<file path="src/rtl/shift_add_mult_8.sv">
// Iterative 8x8 unsigned shift-and-add multiplier.
// One cla_16 adds the shifted multiplicand into the running sum.
module cla_16 (
  input  logic [15:0] a,
  input  logic [15:0] b,
  input  logic        cin,
  output logic [15:0] sum,
  output logic        cout
);

  logic [15:0] g;
  logic [15:0] p;
  logic [15:0] c;
  logic [3:0]  gg;
  logic [3:0]  gp;
  logic [4:0]  gc;

  always_comb begin
    g = a & b;
    p = a ^ b;
    gg = '0;
    gp = '0;
    for (int i = 0; i < 4; i++) begin
      gg[i] = g[4*i+3]
            | (p[4*i+3] & g[4*i+2])
            | (p[4*i+3] & p[4*i+2] & g[4*i+1])
            | (p[4*i+3] & p[4*i+2] & p[4*i+1] & g[4*i]);
      gp[i] = &p[4*i +: 4];
    end
  end

  // second-level lookahead across the four nibble groups
  always_comb begin
    gc[0] = cin;
    gc[1] = gg[0] | (gp[0] & cin);
    gc[2] = gg[1] | (gp[1] & gg[0])
          | (gp[1] & gp[0] & cin);
    gc[3] = gg[2] | (gp[2] & gg[1])
          | (gp[2] & gp[1] & gg[0])
          | (gp[2] & gp[1] & gp[0] & cin);
    gc[4] = gg[3] | (gp[3] & gg[2])
          | (gp[3] & gp[2] & gg[1])
          | (gp[3] & gp[2] & gp[1] & gg[0])
          | (gp[3] & gp[2] & gp[1] & gp[0] & cin);
  end

  always_comb begin
    c = '0;
    for (int i = 0; i < 4; i++) begin
      c[4*i]   = gc[i];
      c[4*i+1] = g[4*i] | (p[4*i] & gc[i]);
      c[4*i+2] = g[4*i+1]
               | (p[4*i+1] & g[4*i])
               | (p[4*i+1] & p[4*i] & gc[i]);
      c[4*i+3] = g[4*i+2]
               | (p[4*i+2] & g[4*i+1])
               | (p[4*i+2] & p[4*i+1] & g[4*i])
               | (p[4*i+2] & p[4*i+1] & p[4*i] & gc[i]);
    end
  end

  assign sum  = p ^ c;
  assign cout = gc[4];

endmodule

module shift_add_mult_8 #(
  parameter int EARLY_TERM = 0
) (
  input  logic        clk,
  input  logic        rst_n,
  input  logic        start,
  input  logic [7:0]  a,
  input  logic [7:0]  b,
  output logic        busy,
  output logic        done,
  output logic [15:0] product
);

  typedef enum logic [1:0] {
    IDLE = 2'd0,
    BUSY = 2'd1,
    DONE = 2'd2
  } state_t;

  state_t      state;
  logic [15:0] acc;
  logic [15:0] mcand;
  logic [7:0]  mplier;
  logic [2:0]  count;
  logic [15:0] sum;
  logic        cout;
  logic [15:0] acc_next;
  logic        last;

  cla_16 u_cla (
    .a    (acc),
    .b    (mcand),
    .cin  (1'b0),
    .sum  (sum),
    .cout (cout)
  );

  // cout stays 0 while busy: acc is always below the current mcand
  assign acc_next = mplier[0] ? sum : acc;
  assign last = (count == 3'd7)
              | ((EARLY_TERM != 0) & (mplier[7:1] == 7'd0));

  always_ff @(posedge clk) begin
    if (!rst_n) begin
      state   <= IDLE;
      acc     <= '0;
      mcand   <= '0;
      mplier  <= '0;
      count   <= '0;
      product <= '0;
    end else begin
      case (state)
        IDLE, DONE: begin
          if (start) begin
            mcand  <= {8'h00, a};
            mplier <= b;
            acc    <= '0;
            count  <= '0;
            state  <= BUSY;
          end else begin
            state  <= IDLE;
          end
        end
        BUSY: begin
          acc    <= acc_next;
          mcand  <= {mcand[14:0], 1'b0};
          mplier <= {1'b0, mplier[7:1]};
          count  <= count + 3'd1;
          if (last) begin
            product <= acc_next;
            state   <= DONE;
          end
        end
        default: state <= IDLE;
      endcase
    end
  end

  assign busy = (state == BUSY);
  assign done = (state == DONE);

endmodule

</file>
<file path="config.mk">
export PLATFORM = sky130hd
export DESIGN_NAME = shift_add_mult_8
export DESIGN_NICKNAME = d
export VERILOG_FILES = /design/src/rtl/shift_add_mult_8.sv
export SDC_FILE = /design/constraint.sdc
export NUM_CORES = 1
export LEC_CHECK = 0
export ABC_AREA = 1
export CAP_MARGIN = 10
export CORE_MARGIN = 8
export CORE_UTILIZATION = 45
export CTS_CLUSTER_SIZE = 12
export DETAILED_ROUTE_END_ITERATION = 7
export PLACE_DENSITY_LB_ADDON = 0.25
export SLEW_MARGIN = 40
export SYNTH_ARGS = -nofsm -noshare
export SYNTH_HDL_FRONTEND = slang
export SYNTH_SLANG_ARGS = --single-unit
</file>
<file path="constraint.sdc">
create_clock -name clk -period 3.6 [get_ports clk]
set_input_delay 0.72 -clock clk [delete_from_list [all_inputs] [get_ports clk]]
set_output_delay 0.72 -clock clk [all_outputs]
set_load 0.02 [all_outputs]
</file>
==> out/metrics.yaml <==
run_status:
  status: "complete, no violations"
final_layout:
  fin_area_sq_um: 3810
  nets: 490
  drive_gt1_frac: 0.110
  multi_input_area_sq_um: 1710
  seqCellArea_sq_um: 1220
  diodes: 0
  final_cells: 553
  synthToLayoutAreaGrowth_pct: 17.5
  nFillCells: 707
route:
  detail-route-antenna-nets: 0
  drc: 0
  first_iter_violations: 96
  viasPerCell: 4.95
  vias: 2736
  dr.pass1.iters: 4
  wirelength_um: 7300
  wl_per_cell_um: 13.2
sta:
  fin_crit_sh: 0.674
  tightest_slew_ps: 676
  fin_ws_ps: 1170
  max_clock_freq_ghz: 0.412
  finClkSkew_ps: 8.15
  hold_violations: 0
  setup-tns-final_ps: 0
  setup_viol: 0
  grt_setup_unrepaired: "no"
  relSlewSlack: 0.549
  slew_viol_final: 0
  period_needed_ps: 2430
power:
  irDropWorstVdd_v: 0.000172
  powerDensity_nw_per_um2: 397
  p_leak_nw: 1.64
cts:
  cts_hold_buf: 0
  post_cts_resized: 0
  clkTransAtPathRegs_ps: 70
  insertion_delay_ps: 340
  cts_made_buffers: 9
  numClockSinks: 61
  cts_tree: "yes"
  ctsHtreeMaxLevel: 3
  clockRootBuffer: "clkbuf_8"
  post-cts-setup-buffers: 0
  clk_path_buf_depth: 2
yosys:
  yosysTopAreaCell: "dfxtp_1"
  synthTopCellsByArea: "dfxtp_1 (38%), nand2_1 (12%), ha_1 (6.6%), a21oi_1 (4.6%), inv_1 (4.0%)"
  synth_edf_count: 0
  synth_fp_nets: 460
  syn_inst: 420
  syn_area_sq_um: 3250
  yosys_register_bits: 61
  synth-main-ff-cell: "dfxtp_1"
  async_flop_share: 0
  yosysWarnings: 0
  synth_top_area_frac: 0.376
  ys_types: 41
  ys_top_cells_by_count: "nand2_1 (100), dfxtp_1 (61), inv_1 (35), a21oi_1 (30), o21ai_0 (23)"
  yosysMostFrequentCell: "nand2_1"
  synth-seq-area-share: 0.376
  synth.avg_cell_area_sq_um: 7.73
die:
  fp.dieW_um: 101
  fp.dieArea_sq_um: 10200
  core_sq_um: 7140
  die_h_um: 101
  boundaryPins: 37
  rows: 31
  initial_core_util: 0.455
placed_design:
  dp_hpwl_um: 5050
  place_ws_ps: 891
  dp.cells: 538
  placed_cell_area_sq_um: 3610
  place.gp.congestion: 0.793
  numPortBuffers: 36
worst_setup_path:
  cp_top_family: "buffers and inverters"
  cp-end-kind: "output port"
  crit_path_start_kind: "flip-flop"
  cp.required_ps: 2880
  path_buf_inv: 2
  critical_path_class: "flip-flop to output port"
  cpMaxStageDelayCell: "clkdlybuf4s50_1"
  cp_max_fo: 8
  path_cells: "inv_2 -> nor2_2 -> clkdlybuf4s50_1"
  crit_path_max_incr_delay_ps: 680
  worstPathArrival_ps: 1710
global_route:
  gr-total-overflow: 0
  antenna_found_initial: 0
  grt_pass1_vias: 2633
  grt_use_total: 0.154
  grt_max_degree: 33
  grt_pass1_wl_um: 12300
hold_path:
  worstHoldPathType: "flip-flop to flip-flop"
run:
  max_cap_viol_count: 0
-- through the flow --
step                      hold slack, ps  utilization  total power [mW]
final                                459        0.534              1.51
after global routing                 498        0.534              1.58
after CTS                            462        0.534              1.53
after detailed placement             452        0.506             0.917
after global placement               454        0.506             0.915
after floorplan                      429            -             0.874
-- state kept, by name (all words and copies together) (netlist names) --
name	flops
mplier	8
acc	16
mcand	16
state	2
count	3
product	16
-- worst register-to-register path: cells and delay by family, from the launching register on --
| family | cells | cell delay, ps |
|---|---|---|
| AND/OR/NAND/NOR | 6 | 840 |
| flip-flops | 1 | 330 |
| multiplexers | 1 | 80 |
| AO/OA/AOI/OAI | 1 | 120 |
| adder cells (fa/ha/maj) | 2 | 840 |
-- logic make-up (layout without fill, tap and decap cells) --
group                      Yosys count  in the layout  share of synthesized area
and+or+nand+nor                    180            180                      0.252
adders and majority gates           21             21                     0.0902
AOI/OAI and AO/OA                   85             85                      0.160
buffers and inverters               64             98                     0.0964
muxes                                2              2                    0.00617
xor gates and xnor gates             7              7                     0.0189
DFF                                 61             61                      0.376
-- power by group --
group / internal, mW / switching (mW) / total, mW
combinational: 0.0698 / 0.106 / 0.176
clock: 0.351 / 0.262 / 0.612
sequential: 0.700 / 0.0257 / 0.726
-- routing by layer --
metal,GRT usage,vias up,part of all wire
met5,0,-,0
met4,0.0790,0,0.018
met3,0.0249,10,0.032
met2,0.253,36,0.48
met1,0.188,1251,0.47
li1,-,1439,-
-- final timing paths --
check,start,to,slack [ps],cells after the start
worst max-delay path,state[0],busy,1170,3
worst min-delay path,count[0],count[0],460,1
worst max register to register,acc[3],acc[12],1330,10
worst min register to register,count[0],count[0],460,1
-- layout make-up --
| type | count | share of cell area |
|---|---|---|
| Multi-Input combinational cell | 295 | 0.449 |
| Sequential cell | 61 | 0.320 |
| Timing Repair Buffer | 41 | 0.104 |
| Inverter | 42 | 0.0417 |
| Clock buffer | 11 | 0.0397 |
| Tap cell | 99 | 0.0325 |
| Clock inverter | 4 | 0.0125 |
-- layout by cell type, fill, tap and decap left out, types with 5 or more instances in the layout --
cell type        instances
nand3_1                 18
a21oi_1                 30
o221ai_1                11
nor3_1                  14
o21a_1                   5
clkdlybuf4s50_1         36
clkbuf_8                11
inv_1                   35
inv_2                    5
nand2_2                  8
nand2_1                100
dfxtp_1                 61
o21ai_0                 23
ha_1                    17
nor2_1                  19
buf_4                    5
xnor2_1                  6
Power figures use the tool's default switching activity.
